### config.mk
export PLATFORM = sky130hd
export DESIGN_NAME = ifu_pc_unit
export DESIGN_NICKNAME = d
export VERILOG_FILES = /design/src/rtl/ifu_pc_unit.sv
export SDC_FILE = /design/constraint.sdc
export NUM_CORES = 1
export LEC_CHECK = 0
export BUFFER_PORTS_ARGS = -buffer_cell sky130_fd_sc_hd__buf_2
export CAP_MARGIN = 0
export CORE_UTILIZATION = 45
export CTS_CLUSTER_SIZE = 28
export DETAILED_ROUTE_END_ITERATION = 8
export PLACE_DENSITY = 0.82
export SYNTH_ARGS = -nofsm -noshare
export SYNTH_HDL_FRONTEND = slang
export SYNTH_SLANG_ARGS = --single-unit
### constraint.sdc
create_clock -name clk -period 1.41 [get_ports clk]
set_input_delay 0.141 -clock clk [delete_from_list [all_inputs] [get_ports clk]]
set_output_delay 0.141 -clock clk [all_outputs]
set_load 0.05 [all_outputs]
### src/rtl/ifu_pc_unit.sv
`default_nettype none
// ---------------------------------------------------------------------------
// ifu_pc_unit : fetch program counter; loads npc each cycle, holds on stall.
// Revision    : 1.0
// ---------------------------------------------------------------------------
module ifu_pc_unit #(
  parameter logic [31:0] RESET_PC = 32'h0000_3000
) (
  input  logic        clk,
  input  logic        reset,
  input  logic        stall,
  input  logic [31:0] npc,
  output logic [31:0] pc
);

  // Power-up value matches the reset value so fetch starts at the text base.
  logic [31:0] r_pc = RESET_PC;

  always_ff @(posedge clk) begin
    if (reset) begin
      r_pc <= RESET_PC;
    end else if (!stall) begin
      r_pc <= npc;
    end
  end

  assign pc = r_pc;

endmodule
`default_nettype wire

# == Word-level counts from Yosys, hierarchy flattened ==
# Cells that the tools add are included.
# totals
register_bits,32
input_bits,35
out_inout_bits,32
word_cells,1

# == Longest topological paths before layout ==
# Gate-level depths: netlist of the first run.
# depth
word_depth,0
mapped_depth,4
mapped_depth_nobuf,2

# == Least setup slack after synthesis of the first run ==
# OpenSTA, ideal clock, no wires.
# synth_path
kind,reg2reg
start,"register, netlist name pc[12]"
end,"register r_pc[12], in the netlist pc[12]"
arrival_time_ns,0.789
path_slack_ns,0.501
stages_incl_launch_ff,2
n_path_buf,0
synth_period_minus_slack_ns,0.909
cell_sequence,dfxtp_1 -> a211o_1
# synth_rtl
item,line_no,text
to (signal assigned),23,r_pc <= npc;
to (decl),17,logic [31:0] r_pc = RESET_PC;

# == Final worst setup path of the first run ==
# layout_path
start,"register r_pc[6], in the netlist pc[6]"
end,output port pc[6]
# layout_rtl
item,line_no,text
to (decl),13,output logic [31:0] pc
# No word-level cell between the ends.

==> impl_metrics.env, run 1 <==
export IMPL_cts_buffer_depth=2
export IMPL_clock_latency_ns=0.32
export IMPL_clock_sinks=32
export IMPL_wl_per_cell_um=10.55
export IMPL_firstDrtPassIters=5
export IMPL_die_area_sq_um=2802
export IMPL_slew_headroom=0.6505
export IMPL_hold_depth=3
export IMPL_grt_pass1_vias=769
export IMPL_worstPathArrival_ns=0.94
export IMPL_r2r_cells=1
export IMPL_ys_top_cells_by_count="32 x dfxtp_1, 30 x mux2i_1, 30 x nor2_1"
export IMPL_holdWs_ns=0.03873
export IMPL_syn_num_nets=138
export IMPL_cts_root_buffer="clkbuf_4"
export IMPL_holdBufCountCts=0
export IMPL_ctsResizeCount=0
export IMPL_maxCapViolations=0
export IMPL_end_kind="output pin"
export IMPL_slew_viol_final=0
export IMPL_antenna_found_initial=0
export IMPL_clock_skew_final_ns=0
export IMPL_p_switching_uw=587.0
export IMPL_vdd_drop_max_v=0.0008004
export IMPL_setup_violations_final=0
export IMPL_regToRegEndpoint="pc[12]"
export IMPL_cp_slowest_stage_delay_ns=0.35
export IMPL_wl_met3_um=210
export IMPL_period_needed_ns=1.080
export IMPL_nets=205
export IMPL_critical_path_buf_inv_count=1
export IMPL_crit_fanout=2
export IMPL_tightestPinTransition_ns=0.5243
export IMPL_tns_ns=0
export IMPL_path_clk_slew_ns=0.09
export IMPL_ys_seq_elements=32
export IMPL_crit_path_start_kind="register"
export IMPL_r2r_slack_ns=0.71
export IMPL_yosysWarnings=0
export IMPL_post_cts_setup_buffers=0
export IMPL_grt_max_degree=35
export IMPL_die_h_um=52.93
export IMPL_core_sq_um=2455
export IMPL_io_pins=67
export IMPL_hp_class="input port to register"
export IMPL_cp_top_family="flip-flops"
export IMPL_place_gp_congestion=0.6468
export IMPL_vias=922
export IMPL_ant_nets=0
export IMPL_p_total_uw=1856
export IMPL_grt_setup_unrepaired="no"
export IMPL_htreeDepth=2
export IMPL_failed_checks="DRC"
export IMPL_cts_buffers=5
export IMPL_synth_edf_count=0
export IMPL_hold_end="pc[30]"
export IMPL_synth_distinct_cells=9
export IMPL_max_freq_mhz=926.3
export IMPL_rows=18
export IMPL_async_reset_ff_frac=0
export IMPL_overflow=0
export IMPL_switching_share=0.3163
export IMPL_grt_pass1_wl_um=3084
export IMPL_initial_core_util=0.4755
export IMPL_slowest_stage="dfxtp_1"
export IMPL_pwr_share_clk=0.249
export IMPL_fillers=221
export IMPL_r2r_start="pc[12]"
export IMPL_synthCells=103
export IMPL_synth_largest_area_cell="dfxtp_1"
export IMPL_portBuffers=66
export IMPL_grt_total_usage=0.1615
export IMPL_status="finished with violations"
export IMPL_hpwlAfterDp_um=1542
export IMPL_dr_wl_met2_um=965
export IMPL_p_seq_frac=0.529
export IMPL_synth_top_cell_area_share=0.5488
export IMPL_p_leak_uw=0.0008377
export IMPL_synth_area_leaders="dfxtp_1 55%, mux2i_1 26%, nor2_1 9.6%"
export IMPL_critPathRequiredTime_ns=1.27
export IMPL_synth_ff_type="dfxtp_1"
export IMPL_synthMostInstantiatedCell="dfxtp_1"
export IMPL_drtIter0Drc=7
export IMPL_utilization=0.6182
export IMPL_crit_type="register to output pin"
export IMPL_finalHoldViolCount=0
export IMPL_syn_area_per_cell_sq_um=11.33
export IMPL_routed_wl_um=2110
export IMPL_num_antenna_cells=0
export IMPL_largest_reg_flops=32
export IMPL_die_w_um=52.93
export IMPL_syn2layout_area_growth_pct=30.01
export IMPL_drc_errors=1
export IMPL_post_route_period_util=0.7656
export IMPL_ys_seq_area_frac=0.5488
export IMPL_wl_met1_um=899
export IMPL_drive_gt1_frac=0.4294
export IMPL_routed_via_density=4.610
export IMPL_p_comb_frac=0.222
export IMPL_min_from="npc[30]"
export IMPL_p_per_area_nw_per_um2=1223
export IMPL_highest_layer="met4"
export IMPL_p_int_uw=1269
export IMPL_path_cells="buf_2"
export IMPL_cts_tree="yes"
export IMPL_syn_area_sq_um=1167
-- worst max path at each step --
| stage | start | to | slack, ns | depth (start not counted) |
|---|---|---|---|---|
| 2_1_floorplan | pc[12] | pc[12] | 0.50 | 1 |
| 3_3_place_gp | stall | pc[12] | 0.53 | 4 |
| 3_5_place_dp | stall | pc[17] | 0.48 | 4 |
| 4_1_cts | pc[27] | pc[27] | 0.32 | 1 |
| 5_1_grt | pc[8] | pc[8] | 0.27 | 1 |
| 6_report | pc[6] | pc[6] | 0.33 | 1 |
-- power by group through the flow --
stage          logic (uW)  registers, uW  clock network, uW
2_1_floorplan         126           1190                  0
3_3_place_gp          408           1000                  0
3_5_place_dp          415           1000                  0
4_1_cts               416            983                483
5_1_grt               437            990                524
6_report              412            982                462
-- final cells by class --
cell class,count,area (sq um),share of cell area
Sequential cell,32,640.6,0.4221
Multi-Input combinational cell,64,442.9,0.2918
Timing Repair Buffer,67,350.3,0.2308
Clock buffer,6,41.29,0.02721
Tap cell,30,37.54,0.02473
Clock inverter,1,5.005,0.003298
-- cells in the final DEF (no fill, tap or decap), drive strengths merged --
master	n
nor2b	2
nor2	30
dfxtp	32
mux2i	30
clkinv	1
clkbuf	6
a211o	2
buf	67
-- per-layer routing --
layer / up-vias / track usage
li1: 469 / -
met1: 400 / 0.1746
met2: 46 / 0.2447
met3: 7 / 0.09195
met4: 0 / 0.09211
met5: - / 0
-- logic make-up after synthesis --
group                  after synthesis  synth area share
DFF                                 32            0.5488
and+or+nand+nor                     32            0.1072
muxes                               30            0.2572
buffers and inverters                7           0.07181
AOI/OAI and AO/OA                    2           0.01501
-- stage by stage --
stage	worst slack, ns	std cells	area, sq um
global route	0.2714	200	1518
detailed placement	0.4784	193	1471
global placement	0.5336	193	1471
floorplan	0.5007	103	1167
CTS	0.3184	200	1518
finish	0.3305	200	1518
Note: power is estimated with default switching activity, not from simulation.
==> run 2, diff against run 1 <==
--- a/config.mk
+++ b/config.mk
@@ -7,10 +7,10 @@
 export LEC_CHECK = 0
 export BUFFER_PORTS_ARGS = -buffer_cell sky130_fd_sc_hd__buf_2
 export CAP_MARGIN = 0
-export CORE_UTILIZATION = 45
+export CORE_UTILIZATION = 42
 export CTS_CLUSTER_SIZE = 28
 export DETAILED_ROUTE_END_ITERATION = 8
-export PLACE_DENSITY = 0.82
+export PLACE_DENSITY = 0.77
 export SYNTH_ARGS = -nofsm -noshare
 export SYNTH_HDL_FRONTEND = slang
 export SYNTH_SLANG_ARGS = --single-unit
==> constraint.sdc (replaced) <==
create_clock -name clk -period 1 [get_ports clk]
set_input_delay 0.1 -clock clk [delete_from_list [all_inputs] [get_ports clk]]
set_output_delay 0.1 -clock clk [all_outputs]
set_load 0.05 [all_outputs]
==> impl_metrics.env, run 2 (synthesis results as in run 1) <==
export IMPL_status="finished, final reports clean"
export IMPL_post_route_period_util=0.9975
export IMPL_vdd_drop_max_v=0.001135
export IMPL_clock_latency_ns=0.31
export IMPL_hp_class="input port to register"
export IMPL_slew_headroom=0.6226
export IMPL_die_area_sq_um=2994
export IMPL_ant_nets=0
export IMPL_p_leak_uw=0.0009512
export IMPL_cts_buffers=5
export IMPL_largest_reg_flops=32
export IMPL_post_cts_setup_buffers=0
export IMPL_crit_path_start="pc[21]"
export IMPL_path_clk_slew_ns=0.10
export IMPL_antenna_found_initial=0
export IMPL_grt_max_degree=35
export IMPL_finalWorstSetupSlack_ns=0.002469
export IMPL_worstPathArrival_ns=0.90
export IMPL_nets=221
export IMPL_grt_pass1_wl_um=3760
export IMPL_slew_viol_final=0
export IMPL_drive_gt1_frac=0.4545
export IMPL_r2r_slack_ns=0.26
export IMPL_num_antenna_cells=0
export IMPL_final_area_sq_um=1891
export IMPL_cp_top_family="flip-flops"
export IMPL_die_w_um=54.72
export IMPL_final_cell_mix="34 x buf_2, 30 x mux2i_1, 30 x nor2_1, 28 x buf_6, 22 x dfxtp_1"
export IMPL_crit_type="register to output pin"
export IMPL_drc_errors=0
export IMPL_hpwlAfterDp_um=1531
export IMPL_p_per_area_nw_per_um2=1534
export IMPL_post_dp_cell_area_sq_um=1471
export IMPL_period_needed_ns=0.9975
export IMPL_hold_end="pc[1]"
export IMPL_slowest_stage="dfxtp_1"
export IMPL_clock_sinks=32
export IMPL_io_pins=67
export IMPL_post_place_ws_ns=0.1215
export IMPL_cts_root_buffer="clkbuf_4"
export IMPL_critPathRequiredTime_ns=0.90
export IMPL_r2r_start="pc[21]"
export IMPL_layout_commonest_cell="buf_2"
export IMPL_holdWs_ns=0.01546
export IMPL_crit_fanout=2
export IMPL_drtIter0Drc=9
export IMPL_routed_via_density=4.710
export IMPL_tightestPinTransition_ns=0.5662
export IMPL_setup_violations_final=0
export IMPL_htreeDepth=2
export IMPL_firstDrtPassIters=3
export IMPL_portBuffers=66
export IMPL_min_from="npc[1]"
export IMPL_core_sq_um=2545
export IMPL_die_h_um=54.72
export IMPL_wl_per_cell_um=13.33
export IMPL_clock_skew_final_ns=0
export IMPL_grt_total_usage=0.1850
export IMPL_path_cells="buf_6"
export IMPL_p_total_uw=2900
export IMPL_overflow=0
export IMPL_vias=1022
export IMPL_cp_slowest_stage_delay_ns=0.39
export IMPL_maxCapViolations=0
export IMPL_critical_path_buf_inv_count=1
export IMPL_hold_depth=3
export IMPL_regToRegEndpoint="pc[21]"
export IMPL_layout_cells_non_filler=217
export IMPL_max_freq_mhz=1002
export IMPL_end_kind="output pin"
export IMPL_dpl_cell_count=193
export IMPL_syn2layout_area_growth_pct=61.95
export IMPL_routed_wl_um=2892
export IMPL_grt_pass1_vias=927
export IMPL_r2r_cells=2
export IMPL_rows=18
export IMPL_cts_buffer_depth=2
export IMPL_finalHoldViolCount=0
export IMPL_place_gp_congestion=0.6552
export IMPL_crit_path_start_kind="register"
export IMPL_cts_tree="yes"
export IMPL_initial_core_util=0.4587
run 2: cell types whose count changed in the layout (fill, tap and decap cells not counted), sizes merged:
cell	previous run	this run
dlygate4sd3	0	16
clkinv	1	2
run 2: worst max path at each step:
stage / end / cells past startpoint
2_1_floorplan: pc[12] / 1
3_3_place_gp: pc[12] / 4
3_5_place_dp: pc[12] / 4
4_1_cts: pc[26] / 1
5_1_grt: pc[21] / 1
6_report: pc[21] / 1
run 2: worst min-delay path, stage by stage:
cell     delay, ns
buf_2         0.08
mux2i_1       0.05
nor2_1        0.07
run 2: area by class of cell:
type                    count  area [sq um]
well taps                  30         37.54
repair buffers             83         695.7
flip-flops and latches     32         653.1
fillers                   176         654.4
multi-input cells          64         442.9
clock inverters             2         10.01
clock buffers               6         51.30
run 2: report_power, final:
part / internal, uW / switching (uW) / leakage, uW
sequential: 1360 / 54.7 / 0.000267
clock: 334 / 425 / 0.0000380
combinational: 306 / 423 / 0.000646
run 2: per-stage QoR:
stage / TNS (ns) / util
floorplan: 0 / -
global placement: 0 / 0.5782
detailed placement: 0 / 0.5782
CTS: 0 / 0.7045
global route: -0.03874 / 0.7429
finish: 0 / 0.7429
run 2: what timing repair did:
item / CTS / global route
resized for setup: 38 / 32
endpoints found under the hold margin: 16 / 0
endpoints found under the setup margin: 32 / 26
hold buffers: 16 / 0
run 2: metal layers:
| layer | part of all wire | track usage |
|---|---|---|
| met4 | 0.018 | 0.1026 |
| met5 | 0 | 0 |
| met3 | 0.085 | 0.07222 |
| met2 | 0.52 | 0.3273 |
| met1 | 0.38 | 0.1815 |
